<file path="src/rtl/cond_pkg.sv">
// Shared definitions for the condition evaluation path: condition-code
// encodings and the bit positions of the {N,Z,C,V} flags word.
package cond_pkg;

  // Condition codes. The carry flag follows the borrow convention, so
  // LO/HS test C directly rather than its complement.
  localparam logic [3:0] COND_EQ = 4'd0;
  localparam logic [3:0] COND_NE = 4'd1;
  localparam logic [3:0] COND_LO = 4'd2;
  localparam logic [3:0] COND_HS = 4'd3;
  localparam logic [3:0] COND_MI = 4'd4;
  localparam logic [3:0] COND_PL = 4'd5;
  localparam logic [3:0] COND_VS = 4'd6;
  localparam logic [3:0] COND_VC = 4'd7;
  localparam logic [3:0] COND_HI = 4'd8;
  localparam logic [3:0] COND_LS = 4'd9;
  localparam logic [3:0] COND_GE = 4'd10;
  localparam logic [3:0] COND_LT = 4'd11;
  localparam logic [3:0] COND_GT = 4'd12;
  localparam logic [3:0] COND_LE = 4'd13;
  localparam logic [3:0] COND_AL = 4'd14;
  localparam logic [3:0] COND_NV = 4'd15;

  // Bit positions inside the 4-bit flags word {N,Z,C,V}.
  localparam int FLG_N = 3;
  localparam int FLG_Z = 2;
  localparam int FLG_C = 1;
  localparam int FLG_V = 0;

endpackage : cond_pkg

</file>
<file path="src/rtl/cond_eval_unit_if.sv">
// Request/response handshake bundle between issue/decode (master) and the
// condition evaluation unit (slave). The master presents condition requests
// and consumes responses; the slave accepts requests and produces responses.
interface cond_eval_unit_if #(
  parameter int TAG_W = 5
) ();

  logic             req_valid;
  logic             req_ready;
  logic [3:0]       req_cond;
  logic [TAG_W-1:0] req_tag;

  logic             rsp_valid;
  logic             rsp_ready;
  logic             rsp_taken;
  logic [TAG_W-1:0] rsp_tag;

  modport master (
    output req_valid,
    output req_cond,
    output req_tag,
    input  req_ready,
    input  rsp_valid,
    input  rsp_taken,
    input  rsp_tag,
    output rsp_ready
  );

  modport slave (
    input  req_valid,
    input  req_cond,
    input  req_tag,
    output req_ready,
    output rsp_valid,
    output rsp_taken,
    output rsp_tag,
    input  rsp_ready
  );

endinterface : cond_eval_unit_if

</file>
<file path="src/rtl/cond_decode.sv">
// Pure combinational condition-code evaluator: (cond, {N,Z,C,V}) -> taken.
// Kept standalone so predicated-execution logic can reuse it directly.
module cond_decode
  import cond_pkg::*;
(
  input  logic [3:0] i_cond,
  input  logic [3:0] i_flags,
  output logic       o_taken
);

  logic w_n;
  logic w_z;
  logic w_c;
  logic w_v;

  assign w_n = i_flags[FLG_N];
  assign w_z = i_flags[FLG_Z];
  assign w_c = i_flags[FLG_C];
  assign w_v = i_flags[FLG_V];

  // Map each condition code onto its flag expression; NV is reserved and
  // never taken.
  always_comb begin
    o_taken = 1'b0;
    case (i_cond)
      COND_EQ: o_taken = w_z;
      COND_NE: o_taken = !w_z;
      COND_LO: o_taken = w_c;
      COND_HS: o_taken = !w_c;
      COND_MI: o_taken = w_n;
      COND_PL: o_taken = !w_n;
      COND_VS: o_taken = w_v;
      COND_VC: o_taken = !w_v;
      COND_HI: o_taken = !w_c && !w_z;
      COND_LS: o_taken = w_c || w_z;
      COND_GE: o_taken = (w_n == w_v);
      COND_LT: o_taken = (w_n != w_v);
      COND_GT: o_taken = !w_z && (w_n == w_v);
      COND_LE: o_taken = w_z || (w_n != w_v);
      COND_AL: o_taken = 1'b1;
      COND_NV: o_taken = 1'b0;
    endcase
  end

endmodule : cond_decode

</file>
<file path="src/rtl/cond_eval_unit.sv">
// Condition evaluation unit: owns the architectural {N,Z,C,V} flags, counts
// flag writes that are issued but not yet written back, and answers
// condition requests only once the flags they depend on are current.
//
// Build option COND_FWD_EN: when defined, a flag writeback is forwarded into
// the evaluation in the same cycle, so a request waiting on the last
// outstanding write is accepted in the writeback cycle. When undefined, the
// unit waits for the flags register to settle, which costs one bubble cycle
// after every writeback.
module cond_eval_unit
  import cond_pkg::*;
#(
  parameter int TAG_W  = 5,
  parameter int PEND_W = 3
) (
  input  logic              clk,
  input  logic              rst,
  cond_eval_unit_if.slave   bus,
  input  logic              flg_issue,
  input  logic              flg_we,
  input  logic [3:0]        flg_in,
  output logic [3:0]        flags_q,
  output logic [PEND_W-1:0] pend_cnt,
  output logic              err
);

  localparam logic [PEND_W-1:0] PEND_MAX = {PEND_W{1'b1}};
`ifdef COND_FWD_EN
  localparam logic [PEND_W-1:0] PEND_ONE = {{(PEND_W-1){1'b0}}, 1'b1};
`endif

  logic [3:0]        r_flags;
  logic [PEND_W-1:0] r_pendCnt;
  logic              r_err;
  logic              r_rspValid;
  logic              r_rspTaken;
  logic [TAG_W-1:0]  r_rspTag;

  logic              w_pendZero;
  logic              w_pendSat;
  logic              w_slotFree;
  logic              w_flagsOk;
  logic [3:0]        w_evalFlags;
  logic              w_reqReady;
  logic              w_accept;
  logic              w_taken;
  logic              w_errEvent;

  assign w_pendZero = (r_pendCnt == '0);
  assign w_pendSat  = (r_pendCnt == PEND_MAX);

  // The single output register can take a new response when it is empty or
  // its current content is being consumed this cycle.
  assign w_slotFree = !r_rspValid || bus.rsp_ready;

`ifdef COND_FWD_EN
  // Flags are usable if nothing is outstanding, or the only outstanding
  // write lands this cycle (and no new one is issued alongside it); in that
  // case the incoming value is evaluated directly.
  assign w_flagsOk   = w_pendZero ||
                       ((r_pendCnt == PEND_ONE) && flg_we && !flg_issue);
  assign w_evalFlags = flg_we ? flg_in : r_flags;
`else
  // Without forwarding, any writeback in flight makes the register stale
  // until the following cycle.
  assign w_flagsOk   = w_pendZero && !flg_we;
  assign w_evalFlags = r_flags;
`endif

  // Ready never looks at req_valid; holding it low during reset keeps a
  // request presented in the reset cycle from appearing accepted.
  assign w_reqReady = w_slotFree && w_flagsOk && !rst;
  assign w_accept   = bus.req_valid && w_reqReady;

  cond_decode u_decode (
    .i_cond  (bus.req_cond),
    .i_flags (w_evalFlags),
    .o_taken (w_taken)
  );

  // A retirement with nothing pending, or an issue with the counter already
  // full, means the producer and this unit disagree about outstanding writes.
  assign w_errEvent = (flg_we && !flg_issue && w_pendZero) ||
                      (flg_issue && !flg_we && w_pendSat);

  // Architectural flags register: every writeback lands, even unexpected ones.
  always_ff @(posedge clk) begin
    if (rst) begin
      r_flags <= 4'b0000;
    end else if (flg_we) begin
      r_flags <= flg_in;
    end
  end

  // Outstanding flag-write counter: issue and retire in the same cycle
  // cancel; it neither wraps above the maximum nor goes below zero.
  always_ff @(posedge clk) begin
    if (rst) begin
      r_pendCnt <= '0;
    end else begin
      case ({flg_issue, flg_we})
        2'b10: begin
          if (!w_pendSat) begin
            r_pendCnt <= r_pendCnt + 1'b1;
          end
        end
        2'b01: begin
          if (!w_pendZero) begin
            r_pendCnt <= r_pendCnt - 1'b1;
          end
        end
        default: begin
          r_pendCnt <= r_pendCnt;
        end
      endcase
    end
  end

  // Protocol error flag stays set until the next reset.
  always_ff @(posedge clk) begin
    if (rst) begin
      r_err <= 1'b0;
    end else if (w_errEvent) begin
      r_err <= 1'b1;
    end
  end

  // Response slot: load on accept, empty when consumed with no replacement,
  // and otherwise hold its payload stable while the consumer stalls.
  always_ff @(posedge clk) begin
    if (rst) begin
      r_rspValid <= 1'b0;
      r_rspTaken <= 1'b0;
      r_rspTag   <= '0;
    end else if (w_accept) begin
      r_rspValid <= 1'b1;
      r_rspTaken <= w_taken;
      r_rspTag   <= bus.req_tag;
    end else if (bus.rsp_ready) begin
      r_rspValid <= 1'b0;
    end
  end

  assign bus.req_ready = w_reqReady;
  assign bus.rsp_valid = r_rspValid;
  assign bus.rsp_taken = r_rspTaken;
  assign bus.rsp_tag   = r_rspTag;

  assign flags_q  = r_flags;
  assign pend_cnt = r_pendCnt;
  assign err      = r_err;

endmodule : cond_eval_unit

</file>
<file path="src/flat_wrapper.sv">
// flat-port wrapper written by rule: the top's interface ports become plain ports
module cond_eval_unit_flat import cond_pkg::*;
#(
  parameter int TAG_W  = 5,
  parameter int PEND_W = 3
)
  (clk, rst, flg_issue, flg_we, flg_in, flags_q, pend_cnt, err, bus_req_valid, bus_req_cond, bus_req_tag, bus_req_ready, bus_rsp_valid, bus_rsp_taken, bus_rsp_tag, bus_rsp_ready);
  cond_eval_unit_if #(.TAG_W(TAG_W)) bus_i ();
  input  logic clk;
  input  logic rst;
  input  logic flg_issue;
  input  logic flg_we;
  input  logic [3:0] flg_in;
  output logic [3:0] flags_q;
  output logic [PEND_W-1:0] pend_cnt;
  output logic err;
  input wire logic [$bits(bus_i.req_valid)-1:0] bus_req_valid;
  input wire logic [$bits(bus_i.req_cond)-1:0] bus_req_cond;
  input wire logic [$bits(bus_i.req_tag)-1:0] bus_req_tag;
  output wire logic [$bits(bus_i.req_ready)-1:0] bus_req_ready;
  output wire logic [$bits(bus_i.rsp_valid)-1:0] bus_rsp_valid;
  output wire logic [$bits(bus_i.rsp_taken)-1:0] bus_rsp_taken;
  output wire logic [$bits(bus_i.rsp_tag)-1:0] bus_rsp_tag;
  input wire logic [$bits(bus_i.rsp_ready)-1:0] bus_rsp_ready;
  assign bus_i.req_valid = bus_req_valid;
  assign bus_i.req_cond = bus_req_cond;
  assign bus_i.req_tag = bus_req_tag;
  assign bus_req_ready = bus_i.req_ready;
  assign bus_rsp_valid = bus_i.rsp_valid;
  assign bus_rsp_taken = bus_i.rsp_taken;
  assign bus_rsp_tag = bus_i.rsp_tag;
  assign bus_i.rsp_ready = bus_rsp_ready;
  cond_eval_unit #(.TAG_W(TAG_W), .PEND_W(PEND_W)) u_core (.clk(clk), .rst(rst), .bus(bus_i), .flg_issue(flg_issue), .flg_we(flg_we), .flg_in(flg_in), .flags_q(flags_q), .pend_cnt(pend_cnt), .err(err));
endmodule
</file>
<file path="config.mk">
export PLATFORM = sky130hd
export DESIGN_NAME = cond_eval_unit_flat
export DESIGN_NICKNAME = d
export VERILOG_FILES = /design/src/rtl/cond_pkg.sv /design/src/rtl/cond_eval_unit_if.sv /design/src/rtl/cond_decode.sv /design/src/rtl/cond_eval_unit.sv /design/src/flat_wrapper.sv
export SDC_FILE = /design/constraint.sdc
export NUM_CORES = 1
export LEC_CHECK = 0
export CORE_AREA = 2 2 48 61
export CTS_BUF_LIST = sky130_fd_sc_hd__clkbuf_4 sky130_fd_sc_hd__clkbuf_8
export CTS_CLUSTER_DIAMETER = 100
export DETAILED_ROUTE_END_ITERATION = 6
export DIE_AREA = 0 0 50 63
export GPL_TIMING_DRIVEN = 1
export HOLD_SLACK_MARGIN = 0.15
export PLACE_DENSITY = 0.75
export SLEW_MARGIN = 0
export SYNTH_ARGS = -nofsm -noshare
export SYNTH_HDL_FRONTEND = slang
export SYNTH_HIERARCHICAL = 1
export SYNTH_SLANG_ARGS = --single-unit
</file>
<file path="constraint.sdc">
create_clock -name clk -period 1.82 [get_ports clk]
set_input_delay 0.364 -clock clk [delete_from_list [all_inputs] [get_ports clk]]
set_output_delay 0.364 -clock clk [all_outputs]
set_load 0.05 [all_outputs]
</file>
[Word-level counts from Yosys, hierarchy flattened]
Cells that the tools add are included.
W data, S select, Z words.
Operators by class
  $add $sub $neg: 2
  multiply operators: 0
  div/mod/pow operators: 0
  order comparisons: 0
  equal/unequal tests: 22
  shift-type cells: 0
  muxes and demuxes: 6
  bitwise gates (word level): 0
  reductions and logical operators: 27
Operators with widths (number)
  $eq A4 B4 Y1 const B: 8
  $eq A4 B3 Y1 const B: 4
  $pmux W1 S16: 1
  $logic_and A1 B1 Y1: 10
  $eq A4 B2 Y1 const B: 2
  $logic_not A1 Y1: 8
  $mux W3: 2
  $pmux W3 S2: 1
  $eq A4 B1 Y1 const B: 1
  $logic_not A4 Y1: 1
  $logic_or A1 B1 Y1: 4
  $ne A2 B2 Y1 const B: 2
  $reduce_bool A2 Y1: 2
  $add A3 B1 Y3 const B: 1
  $eq A3 B3 Y1 const B: 1
  $logic_not A3 Y1: 1
  $reduce_and A3 Y1: 1
  $sub A3 B1 Y3 const B: 1
  $eq A2 B1 Y1 const B: 1
  $eq A2 B2 Y1 const B: 1
  $mux W1: 2
  $eq A1 B1 Y1: 1
  $ne A1 B1 Y1: 1
Word-level totals
  bits in registers: 15
  latch bits: 0
  RAM bits: 0
  memory bits (read-only): 0
  input port bits: 19
  output and inout port bits: 16
  word-level logic and storage cells: 63
  memories kept: 0

[Longest topological paths before layout]
Gate-level depths: netlist of the first run.
  depth after elaboration: 6
  depth in mapped cells: 7
  depth with buffers taken out: 6

[Hierarchy]
Netlist of the first run, hierarchy kept.
Modules (own cells, without submodules)
  cond_eval_unit: instances 1, cells each 78, area an instance 701.9 µm², sequential area each 300.3 µm²
  cond_decode: instances 1, cells each 23, area an instance 170.2 µm², sequential area each 0.0 µm²

[Least setup slack after synthesis of the first run]
Ideal clock, no wire load.
  path kind: register to output
  start: register u_core.r_pendCnt[2], in the netlist u_core/pend_cnt[2]
  end: output port bus_req_ready
  arrival time: 2.278 ns
  required time: 1.456 ns
  path slack: -0.822 ns
  stages on the path, launching flop included: 4
  buffers on the path: 1
  cells stage by stage: dfxtp_1 > or4_1 > buf_2 > nor3_1
On the way
  word-level cells in the longest chain between the ends: 4
Ends and longest elaborated chain
  from (decl): line cond_eval_unit.sv:33  | logic [PEND_W-1:0] r_pendCnt;
  from (signal assigned): line cond_eval_unit.sv:104  | r_pendCnt <= r_pendCnt + 1'b1;
  from (signal assigned): line cond_eval_unit.sv:109  | r_pendCnt <= r_pendCnt - 1'b1;
  from (signal assigned): line cond_eval_unit.sv:113  | r_pendCnt <= r_pendCnt;
  $logic_not A3 Y1: line cond_eval_unit.sv:49  | assign w_pendZero = (r_pendCnt == '0);
  $logic_and A1 B1 Y1: line cond_eval_unit.sv:66  | assign w_flagsOk = w_pendZero && !flg_we;
  $logic_and A1 B1 Y1 (2 in series): line cond_eval_unit.sv:72  | assign w_reqReady = w_slotFree && w_flagsOk && !rst;
  to (decl): line flat_wrapper.sv:20  | output wire logic [$bits(bus_i.req_ready)-1:0] bus_req_ready;
Every way passes these cells.

[Worst setup path after layout of the first run]
  start: input port flg_we
  end: output port bus_req_ready
On the way
  word-level cells in the longest chain between the ends: 4
Ends and longest elaborated chain
  from (decl): line flat_wrapper.sv:12  | input logic flg_we;
  $logic_not A1 Y1: line cond_eval_unit.sv:66
  $logic_and A1 B1 Y1: line cond_eval_unit.sv:66
  $logic_and A1 B1 Y1 (2 in series): line cond_eval_unit.sv:72
Every way passes these cells.

==> results of run 1 <==
==> stage by stage <==
| stage | instances | worst slack [ps] | cell area [um^2] | hold WS (ps) |
|---|---|---|---|---|
| floorplan | 101 | -74.15 | 902.1 | 500.7 |
| global placement | 180 | -356.8 | 1345 | 454.0 |
| detailed placement | 180 | -374.4 | 1345 | 461.3 |
| CTS | 185 | -94.59 | 1381 | 473.9 |
| global route | 185 | -122.2 | 1389 | 493.5 |
| finish | 185 | -81.09 | 1389 | 472.5 |
==> state kept, by name, indices dropped and copies added, names as in the netlist <==
| signal | flops |
|---|---|
| u_core/bus.rsp_tag | 5 |
| u_core/bus.rsp_taken | 1 |
| u_core/bus.rsp_valid | 1 |
| u_core/err | 1 |
| u_core/flags_q | 4 |
| u_core/pend_cnt | 3 |
==> layout by cell type, fill, tap and decap left out, types with 2 or more instances in the layout <==
cell type	n
sky130_fd_sc_hd__nor3_1	2
sky130_fd_sc_hd__nand2b_1	3
sky130_fd_sc_hd__nand4_1	6
sky130_fd_sc_hd__clkdlybuf4s50_1	17
sky130_fd_sc_hd__inv_1	7
sky130_fd_sc_hd__dfxtp_1	12
sky130_fd_sc_hd__nor2b_1	3
sky130_fd_sc_hd__xnor2_1	2
sky130_fd_sc_hd__a22o_1	2
sky130_fd_sc_hd__o22ai_1	2
sky130_fd_sc_hd__o311ai_1	6
sky130_fd_sc_hd__a211oi_1	3
sky130_fd_sc_hd__mux2i_1	5
sky130_fd_sc_hd__nand2_1	9
sky130_fd_sc_hd__clkbuf_4	4
sky130_fd_sc_hd__dfxtp_4	2
sky130_fd_sc_hd__a221oi_1	2
sky130_fd_sc_hd__nor2_1	10
sky130_fd_sc_hd__buf_4	30
sky130_fd_sc_hd__a21oi_1	2
sky130_fd_sc_hd__o21ai_0	2
==> power breakdown <==
part | internal [mW] | switching (mW) | leakage (nW) | total (mW)
Combinational | 0.160 | 0.208 | 0.472 | 0.368
Sequential | 0.354 | 0.0282 | 0.125 | 0.382
Clock | 0.0999 | 0.109 | 0.0184 | 0.209
Total | 0.614 | 0.346 | 0.615 | 0.960
==> path summary, 6_finish.rpt <==
path / to / slack [ps] / cells past startpoint
setup / recovery: bus_req_ready / -80 / 4
hold / removal: u_core/bus.rsp_tag[0] / 470 / 2
setup reg to reg: u_core/pend_cnt[1] / 290 / 5
hold reg to reg: u_core/bus.rsp_tag[0] / 470 / 2
==> worst min-delay path: cells and delay by family, from the launching register on <==
kind / cells / cell delay, ps
compound gates: 1 / 60
flops: 1 / 330
simple gates: 1 / 50
==> area by class of cell <==
| cell class | count | area [um^2] |
|---|---|---|
| clock buffer | 4 | 30.03 |
| fill | 247 | 1212 |
| inverter | 8 | 30.03 |
| multi-input combinational | 74 | 540.5 |
| sequential | 15 | 309.0 |
| tap | 34 | 42.54 |
| timing repair buffer | 50 | 436.7 |
==> cell families after synthesis <==
family,Yosys count
DFF,15
AOI/OAI and AO/OA,23
buffers and inverters,12
and+or+nand+nor,40
xor gates and xnor gates,4
adders and majority gates,1
muxes,6
==> per-layer routing <==
metal	vias to the layer above	track usage	routed length, um
met5	-	0	0
met4	0	0.06250	30
met3	5	0.02871	118
met2	32	0.3076	1328
met1	443	0.2006	1010
li1	473	-	-
==> repair_timing <==
| item | in CTS | in global routing |
|---|---|---|
| hold endpoints to repair | 0 | 0 |
| pin swaps | 2 | 0 |
| endpoints found under the setup margin | 2 | 3 |
| gates resized for setup | 1 | 2 |
| setup buffers | 1 | 0 |
==> results summary, run 1 <==
The antenna violation net count after detailed routing came out at 0. The family with the most delay on the worst path is simple AND/OR/NAND/NOR gates. The final worst-path cycle share is 1.045. The largest net degree at the start of global routing is 12. The all-layer global routing usage came out at 0.1725.

The clock latency reported for the late side of the worst-skew pair is 280 ps. The post-synth net total came out at around 120. The area of the mapped netlist came out at 872.1 um^2. Dividing total power by cell area gives a power density of 690.9 nW/um^2. The highest ir drop seen on vdd came out at between 0.4 and 0.5 mV.

The number of hold-slack violations in the final timing report came out at 0. The number of H-tree levels came out at 1. For this run, the leading register cell type out of synthesis is sky130_fd_sc_hd__dfxtp_1. The final max-slew violation count came out at 0.

Sorting the synthesized cells by area gives the leading types as sky130_fd_sc_hd__dfxtp_1 34%, sky130_fd_sc_hd__o311ai_1 6.0%, sky130_fd_sc_hd__mux2i_1 5.7%. The number of sinks driven by the clock tree came out at 15. Derived from the worst setup path, the maximum achievable clock frequency is 0.5260 GHz. The routed design could run at a clock period as short as 1901 ps. After clock tree synthesis, the clock-pin slew on the worst setup and hold paths is 90 ps. For the worst setup path, the data arrival time is 1540 ps. The critical path's slowest cell is sky130_fd_sc_hd__or4_4. The largest stage delay on the critical path came out at 540 ps. The initial antenna violation count came to 0.

The signal on the critical path passes through dlygate4sd2_1, or4_4, nor3_4, buf_12. The root buffer cell chosen for the clock tree is sky130_fd_sc_hd__clkbuf_4. For this run, the share of the core covered by cells in the final layout is 0.5339. The total iterations of the first detailed-routing run is 4. The checks that failed: negative setup slack.

The number of global-route vias before repair was between 900 and 1000. The proportion of netlist area held by the largest area contributor is 0.3443. Setup repair after global routing could not meet its margin everywhere. The critical hold path startpoint is u_core/bus.rsp_tag[0]. The number of diodes added for antenna fixing is 0. STA classifies the critical path endpoint as a primary output. Summed over all cells, the static leakage comes to 0.6151 nW. The fraction of layout instances using a drive strength above 1 is 0.2980. The width of the chip is roughly 50 um. The signed area change from the synthesized netlist to the final layout came out at 59.25%. By area, the combinational part of the netlist is dominated by simple AND/OR/NAND/NOR gates.

The proportion of synthesized flip-flops having asynchronous set or reset is 0. The number of violations of the max-capacitance limit is 0. TritonCTS built the clock tree.

From bottom edge to top edge, the die measures 63 um. The maximum clock path buffer count is 2. After the first detailed-routing iteration, the DRC count stood at 33. The detailed-route wire length is 2486 um.

The HPWL reported at the end of detailed placement is 1897 um. The number of core rows came out at 21. The number of distinct library cells after synthesis came out at 34. The number of enable-type register cells in the synthesized netlist is 0. The portion of the post-synthesis area used by sequential elements came out at 0.3443.

The remaining design rule violation count came out at 0. The classification of the worst setup path is input port to primary output. The required time of the worst setup path came out at 1460 ps.

The clock skew after layout is 1.322 ps. sky130_fd_sc_hd__dfxtp_1 is the most common cell in the netlist. The I/O pin count came out at 35. Setup slack on the critical path of the routed design comes to -81.09 ps.

The number of buffers added on ports came out at 34. The number of setup violations in the final report came out at 1. The detail-routed net length per standard cell is roughly 13 um. Synthesis handed over a netlist of 101 instances. The run finished, with violations left.

In this run the standard cell core region covers roughly 2600 um^2. The first global-routing pass estimated around 4400 um of wire. After synthesis the netlist holds a flip-flop and latch count of 15. The critical path startpoint category is an input port. The share of the synthesized area in compound gates (AO/OA/AOI/OAI) came out at 0.2109. The final-layout setup total negative slack is -81.09 ps. The launching point of the worst reg2reg path is u_core/pend_cnt[2]. The mux cell area share after synthesis is 0.07030. The initial standard-cell utilization of the core is 0.3353.

TritonCTS created 3 clock buffers. The overall die area is 3150 um^2. The biggest area contributor in the post-synthesis netlist is sky130_fd_sc_hd__dfxtp_1. The total via count in the routed design is 953. The worst hold path class is register to register.

The total number of nets in the final design is 172. The commonest cells after synthesis are 15 x sky130_fd_sc_hd__dfxtp_1, 10 x sky130_fd_sc_hd__nor2_1, 9 x sky130_fd_sc_hd__nand2_1. Of the total synthesized cell area, the portion taken by full adders, half adders and majority gates is 0.02296. At the end of routability-driven placement, the weighted congestion stood at 0.7325. The fraction of the mapped netlist area in simple logic gates is 0.2439.

The start point of the critical path is flg_we. The worst slew margin relative to its limit is 0.6699. Together, buffers and inverters on the worst path number 2. Of all nets on the critical path, the largest fanout is 4.

The xor/xnor cell area share of the yosys netlist is 0.04878. The slew at the pin with the worst max-slew slack is 493.4 ps. The sum of internal, switching and leakage power is 0.9595 mW. The quantity of hold-fixing buffers added after cts is 0.

The average instance in the mapped netlist occupies 8.635 um^2. Yosys printed 6 warnings. The total overflow reported by the global router is 0. The per-cell via count in the routed design came out at 5.151.
No activity file was read; power rests on OpenSTA's default activity.
==> run 2, diff against run 1 <==
--- a/config.mk
+++ b/config.mk
@@ -12,8 +12,8 @@
 export DIE_AREA = 0 0 50 63
 export GPL_TIMING_DRIVEN = 1
 export HOLD_SLACK_MARGIN = 0.15
+export MAX_ROUTING_LAYER = met4
 export PLACE_DENSITY = 0.75
-export SLEW_MARGIN = 0
 export SYNTH_ARGS = -nofsm -noshare
 export SYNTH_HDL_FRONTEND = slang
 export SYNTH_HIERARCHICAL = 1
==> results summary, run 2 (synthesized netlist as in run 1, its figures left out) <==
The clock edge transition at the registers on the reported setup and hold paths came out at 90 ps (about the same). The minimum clock period came to 1901 ps (-0.5771 ps). The path class of the tightest hold or removal check is register to register. The HPWL reported at the end of detailed placement came out at 1897 um (unchanged). The quantity of hold-fixing buffers added after cts is 0 (unchanged). The initial antenna violation count came out at 0 (unchanged).

The number of setup violations in the final report came out at 1 (unchanged). The number of violations of the max-capacitance limit is 0 (unchanged). The routability congestion estimate came out at 0.7414 (+1.2%). The number of core rows came out at 21 (unchanged). The run finished, with violations left. The signal on the critical path passes through dlygate4sd2_1, or4_4, nor3_4, buf_12. The number of diodes added for antenna fixing came out at 0 (unchanged). The fraction of layout instances using a drive strength above 1 came out at 0.2980 (unchanged). The number of H-tree levels is 1 (unchanged).

The vertical die dimension is 63 um (unchanged). Clock tree synthesis selected as its root buffer the cell sky130_fd_sc_hd__clkbuf_4. The data arrival time of the worst path came out at 1540 ps (about the same). The worst slew margin relative to its limit is 0.6699 (about the same). The overall die area was 3150 um^2 (unchanged). The total number of nets in the final design is 172 (unchanged).

The final-layout setup total negative slack is -80.51 ps (+0.5771 ps). The largest stage delay on the critical path is 540 ps (about the same). The clock latency reported for the late side of the worst-skew pair is 280 ps (about the same).

The number of buffers added on ports was 34 (unchanged). The hold slack is 472.8 ps (+0.2200 ps). The final reports fail on negative setup slack. The initial standard-cell utilization of the core was 0.3353 (unchanged).

The minimum setup slack in the final design came out at -80.51 ps (+0.5771 ps). The library cell used most frequently in the layout, excluding fill and tap cells, is sky130_fd_sc_hd__buf_4. The number of hold-slack violations in the final timing report came out at 0 (unchanged). The TritonCTS buffer count is 3 (unchanged).

The number of global-route vias before repair is 980 (unchanged). The TritonCTS clock tree is done. The worst setup path is launched from an input port.

The detailed-route wire length is 2504 um (+0.72%). The slew at the pin with the worst max-slew slack came out at 493.3 ps (-0.04923 ps). The highest ir drop seen on vdd was 0.4144 mV (-0.40%). The final worst-path cycle share is 1.044 (about the same).

The width of the chip came out at 50 um (unchanged). The total overflow reported by the global router is 0 (unchanged). The number of sinks driven by the clock tree is 15 (unchanged). The utilization after layout came out at 0.5339 (unchanged). The maximum clock path buffer count is 2 (unchanged). The clock skew after layout is 3.536 ps (+2.214 ps). The I/O pin count was 35 (unchanged).

The worst setup path is of the input port to primary output kind. The critical path endpoint category is a primary output. The all-layer global routing usage is 0.1772 (+0.004687). The remaining design rule violation count came to 0 (unchanged). The antenna violation net count after detailed routing came out at 0 (unchanged). The top cell types in the final layout, fill and taps aside, are 30 x sky130_fd_sc_hd__buf_4, 17 x sky130_fd_sc_hd__clkdlybuf4s50_1, 12 x sky130_fd_sc_hd__dfxtp_1, 10 x sky130_fd_sc_hd__nor2_1, 9 x sky130_fd_sc_hd__nand2_1. The final non-filler cell total came out at 185 (unchanged). The maximum fanout encountered on the critical timing path was 4 (unchanged). Setup repair after global routing could not meet its margin everywhere. The required time of the worst setup path came to 1460 ps (about the same). Among all stages on the critical path, the largest delay is contributed by sky130_fd_sc_hd__or4_4. The maximum clock frequency came to 0.5262 GHz (about the same). The per-cell via count in the routed design is 5.135 (-0.31%). The total via count in the routed design is 950 (-0.31%). The signed area change from the synthesized netlist to the final layout came to 59.25% (unchanged). The detail-routed net length per standard cell is 13.54 um (+0.72%). The placeable core region came out at 2601 um^2 (unchanged).

The total power divided by cell area is 691.6 nW/um^2 (+0.10%). The initial detailed-routing violation count came to 31 (-6.1%). The cell count after placement is 180 (unchanged).

The flip-flop count of the largest register, all copies and words added came out at 5 (unchanged). The largest net degree at the start of global routing came to 12 (unchanged). The static leakage power came out at 0.6151 nW (unchanged).

The final max-slew violation count is 0 (unchanged). The total iterations of the first detailed-routing run is 4 (unchanged). The first-pass GRT wire length was 4367 um (unchanged).
run 2: layout make-up:
type / instances / area, um^2
fill: 247 / 1212
multi-input combinational: 74 / 540.5
timing repair buffer: 50 / 436.7
sequential: 15 / 309.0
tap: 34 / 42.54
clock buffer: 4 / 30.03
inverter: 8 / 30.03
run 2: timing repair:
item,CTS,global route
endpoints found under the setup margin,2,3
resized for setup,1,2
setup buffers,1,0
pin swaps,2,0
run 2: per-stage QoR:
| step | area [um^2] | setup slack (ps) | power [mW] |
|---|---|---|---|
| floorplan | 902.1 | -74.15 | 0.6101 |
| global placement | 1345 | -356.8 | 0.7431 |
| detailed placement | 1345 | -374.4 | 0.7534 |
| CTS | 1381 | -94.59 | 0.9635 |
| global route | 1389 | -122.2 | 1.009 |
| finish | 1389 | -80.51 | 0.9605 |
run 2: worst paths after layout:
kind | startpoint | end | slack [ps] | cells past startpoint
min reg2reg | u_core/bus.rsp_tag[0] | u_core/bus.rsp_tag[0] | 470 | 2
max | flg_we | bus_req_ready | -80 | 4
min | u_core/bus.rsp_tag[0] | u_core/bus.rsp_tag[0] | 470 | 2
max reg2reg | u_core/pend_cnt[2] | u_core/pend_cnt[1] | 260 | 5
run 2: routing by layer:
metal | up-vias | share of wire | GRT usage
met5 | - | 0 | -
met4 | 0 | 0.012 | 0.06250
li1 | 474 | - | -
met2 | 36 | 0.53 | 0.3076
met1 | 435 | 0.41 | 0.2006
met3 | 5 | 0.050 | 0.02871
run 2: report_power, final:
| group | total, mW | switching (mW) | internal, mW |
|---|---|---|---|
| combinational | 0.369 | 0.209 | 0.160 |
| sequential | 0.382 | 0.0284 | 0.354 |
| clock | 0.209 | 0.109 | 0.0999 |
run 2: worst max-delay path, delay by kind of cell:
family | cells | cell delay (ps)
simple gates | 2 | 720
buf+inv | 2 | 450
==> run 3, diff against run 2 <==
--- a/config.mk
+++ b/config.mk
@@ -6,14 +6,14 @@
 export NUM_CORES = 1
 export LEC_CHECK = 0
 export CORE_AREA = 2 2 48 61
-export CTS_BUF_LIST = sky130_fd_sc_hd__clkbuf_4 sky130_fd_sc_hd__clkbuf_8
+export CTS_BUF_LIST = sky130_fd_sc_hd__clkbuf_16
 export CTS_CLUSTER_DIAMETER = 100
 export DETAILED_ROUTE_END_ITERATION = 6
 export DIE_AREA = 0 0 50 63
 export GPL_TIMING_DRIVEN = 1
 export HOLD_SLACK_MARGIN = 0.15
 export MAX_ROUTING_LAYER = met4
-export PLACE_DENSITY = 0.75
+export PLACE_DENSITY = 0.72
 export SYNTH_ARGS = -nofsm -noshare
 export SYNTH_HDL_FRONTEND = slang
 export SYNTH_HIERARCHICAL = 1
==> constraint.sdc (replaced) <==
create_clock -name clk -period 2.15 [get_ports clk]
set_input_delay 0.43 -clock clk [delete_from_list [all_inputs] [get_ports clk]]
set_output_delay 0.43 -clock clk [all_outputs]
set_load 0.05 [all_outputs]
==> results summary, run 3 (synthesized netlist as in run 1, its figures left out) <==
Walking the worst path, the cells encountered are dlygate4sd2_1, or4_4, nor3_4, buf_12. STA classifies the critical path startpoint as an input port. On the critical path, the stage with the largest delay is an instance of sky130_fd_sc_hd__or4_4. The routability congestion estimate is 0.7491 (+1.0%).

The required time of the worst setup path is 1720 ps (+260 ps). In the layout the commonest cells are 32 x sky130_fd_sc_hd__clkdlybuf4s50_1, 15 x sky130_fd_sc_hd__dfxtp_1, 10 x sky130_fd_sc_hd__nor2_1, 9 x sky130_fd_sc_hd__nand2_1, 8 x sky130_fd_sc_hd__buf_4. The number of hold-slack violations in the final timing report is 0 (unchanged). The final non-filler cell total was 177 (-4.3%). The all-layer global routing usage came out at 0.1532 (-0.02396). The detailed-route wire length is 2151 um (-14%). The final max-slew violation count was 0 (unchanged).

The total via count in the routed design came out at 902 (-5.1%). The sequential standard cell area is 300.3 um^2 (-2.8%). The clock edge transition at the registers on the reported setup and hold paths is 50 ps (-40 ps). The number of gates resized after CTS is 2 (+1). The worst register-to-register path begins at u_core/pend_cnt[0]. The combined area of the multi-input logic cells came to 535.5 um^2 (-0.93%). The vertical die dimension is 63 um (unchanged). The worst setup path is of the input port to primary output kind. The total iterations of the first detailed-routing run is 4 (unchanged). The largest stage delay on the critical path is 540 ps (about the same).

The total overflow reported by the global router is 0 (unchanged). The number of setup violations in the final report was 0 (-1). The met2 demand-to-capacity share in global routing is 0.2549 (-0.05263). The layer flagged by global routing as most heavily used is met2. The quantity of hold-fixing buffers added after cts came to 0 (unchanged). The HPWL reported at the end of detailed placement came out at 1685 um (-11%). The flip-flop count of the largest register, all copies and words added is 5 (unchanged). The number of buffers added on ports is 34 (unchanged). The critical path endpoint category is a primary output. The tightest min-delay check is of the register to register type. The total power divided by cell area is 702.8 nW/um^2 (+1.6%). The worst register-to-register path ends at u_core/pend_cnt[2]. The critical path ends at bus_req_ready. The per-cell via count in the routed design is 5.096 (-0.76%). The initial antenna violation count was 0 (unchanged). The worst slew margin relative to its limit came out at 0.6637 (-0.006194). The worst reg-to-reg path cell count came to 5 (unchanged).

The number of H-tree levels came out at 1 (unchanged). In this design, the largest share of critical-path delay is due to simple AND/OR/NAND/NOR gates. The global-route track usage on met1 is 0.1713 (-0.02925). The total stage count of the critical path came to 4 (unchanged). The antenna violation net count after detailed routing came to 0 (unchanged). The maximum fanout encountered on the critical timing path is 4 (unchanged). Tracing the worst setup path back leads to its startpoint at flg_we. The slew at the pin with the worst max-slew slack is 502.9 ps (+9.537 ps). The flow ran to the end, and the final reports show no timing, DRC or antenna violations. Of the available clock period, the critical path in the final layout requires 0.9617.

The number of sinks driven by the clock tree came out at 15 (unchanged). The initial standard-cell utilization of the core came out at 0.3353 (unchanged). The reg2reg setup slack is 460 ps (+200 ps). The fraction of layout instances using a drive strength above 1 is 0.1329 (-0.1651).

The data arrival time of the worst path was 1640 ps (+100 ps). The first-pass GRT wire length is 3684 um (-16%). The overall die area came out at 3150 um^2 (unchanged). Leaving out fill and tap cells, the most frequent cell in the layout is sky130_fd_sc_hd__clkdlybuf4s50_1.

The width of the chip was 50 um (unchanged). The TritonCTS buffer count is 3 (unchanged). Subtracting the final worst setup slack from the clock period gives just over 2000 ps. The maximum clock path buffer count came out at 2 (unchanged). The number of global-route vias before repair came out at 823 (-16%). Setup repair after global routing left no endpoint under its margin. The signed area change from the synthesized netlist to the final layout is 60.26%.

The number of core rows came out at 21 (unchanged). The cell count after placement is 173 (-3.9%). The number of diodes added for antenna fixing came out at 0 (unchanged). The count of buffer and inverter cells on the critical path is 2 (unchanged).

The total number of nets in the final design is 164 (-4.7%). The sum of internal, switching and leakage power is 0.9823 mW (+2.3%). TritonCTS built the clock tree. The clock latency reported for the late side of the worst-skew pair came to 250 ps (-30 ps). The number of buffers added for setup after CTS is 0 (-1).

The initial detailed-routing violation count came out at 23 (-26%). The root buffer cell chosen for the clock tree is sky130_fd_sc_hd__clkbuf_16. The global routing met3 resource utilization is 0.03828 (+0.009569).

The largest net degree at the start of global routing came out at 13 (+1). The I/O pin count came to 35 (unchanged). The maximum clock frequency came out at 0.4836 GHz. The highest ir drop seen on vdd came out at 0.4548 mV (+9.8%).

The detail-routed net length per standard cell came out at 12.15 um (-10%). The clock skew after layout was 4.570 ps (+1.034 ps). The remaining design rule violation count came out at 0 (unchanged).

The static leakage power came out at 0.5611 nW (-8.8%). The number of violations of the max-capacitance limit came to 0 (unchanged). The number of fillers in the final layout came out at 228 (-7.7%). The placeable core region came out at 2601 um^2 (unchanged).
## run 3: cell types whose count changed in the layout (fill, tap and decap cells not counted), moves of 2 or more
| cell | delta |
|---|---|
| sky130_fd_sc_hd__buf_4 | -22 |
| sky130_fd_sc_hd__clkbuf_16 | +3 |
| sky130_fd_sc_hd__clkbuf_4 | -4 |
| sky130_fd_sc_hd__clkdlybuf4s50_1 | +15 |
| sky130_fd_sc_hd__dfxtp_1 | +3 |
| sky130_fd_sc_hd__dfxtp_4 | -2 |
## run 3: how the worst min path moves through the flow
stage	endpoint	slack, ps	start	cells past startpoint
2_1_floorplan	u_core/bus.rsp_tag[0]	570	bus_req_tag[0]	2
3_3_place_gp	u_core/bus.rsp_tag[1]	460	u_core/bus.rsp_tag[1]	2
3_5_place_dp	u_core/bus.rsp_taken	460	u_core/bus.rsp_taken	2
4_1_cts	u_core/bus.rsp_taken	470	u_core/bus.rsp_taken	2
5_1_grt	u_core/bus.rsp_tag[3]	490	u_core/bus.rsp_tag[3]	2
6_report	u_core/bus.rsp_tag[0]	460	u_core/bus.rsp_tag[0]	2
## run 3: layout make-up
type,instances,share of cell area
Tap cell,34,0.03044
Timing Repair Buffer,42,0.2927
Clock inverter,1,0.003581
Clock buffer,3,0.05372
Inverter,8,0.02149
Multi-Input combinational cell,74,0.3832
Sequential cell,15,0.2149
## run 3: layer usage
layer	vias up	routed length, um
met5	-	0
met4	0	24
met3	2	110
met2	24	1146
met1	415	870
li1	461	-
## run 3: tightest hold or removal path, delay by kind of cell, from the launching register on
kind,cells,cell delay [ps]
and+or+nand+nor,1,50
DFF,1,310
AOI/OAI and AO/OA,1,60
## run 3: through the flow
step                      hold WS [ps]  setup TNS [ps]  setup slack [ps]  cell area [um^2]    util
final                            462.5               0             82.27              1398  0.5373
after global routing             485.7               0             18.20              1398  0.5373
after CTS                        465.0               0             68.26              1398  0.5373
after detailed placement         456.7          -194.0            -116.1              1315  0.5055
after global placement           455.7          -131.6            -113.1              1315  0.5055
after floorplan                  566.7               0             73.56             883.3       -
## run 3: where the power goes
| group | leakage (nW) | internal (mW) | total (mW) | switching [mW] |
|---|---|---|---|---|
| sequential | 0.123 | 0.299 | 0.324 | 0.0250 |
| combinational | 0.397 | 0.131 | 0.297 | 0.166 |
| clock | 0.0409 | 0.248 | 0.361 | 0.113 |
| total | 0.561 | 0.679 | 0.982 | 0.304 |
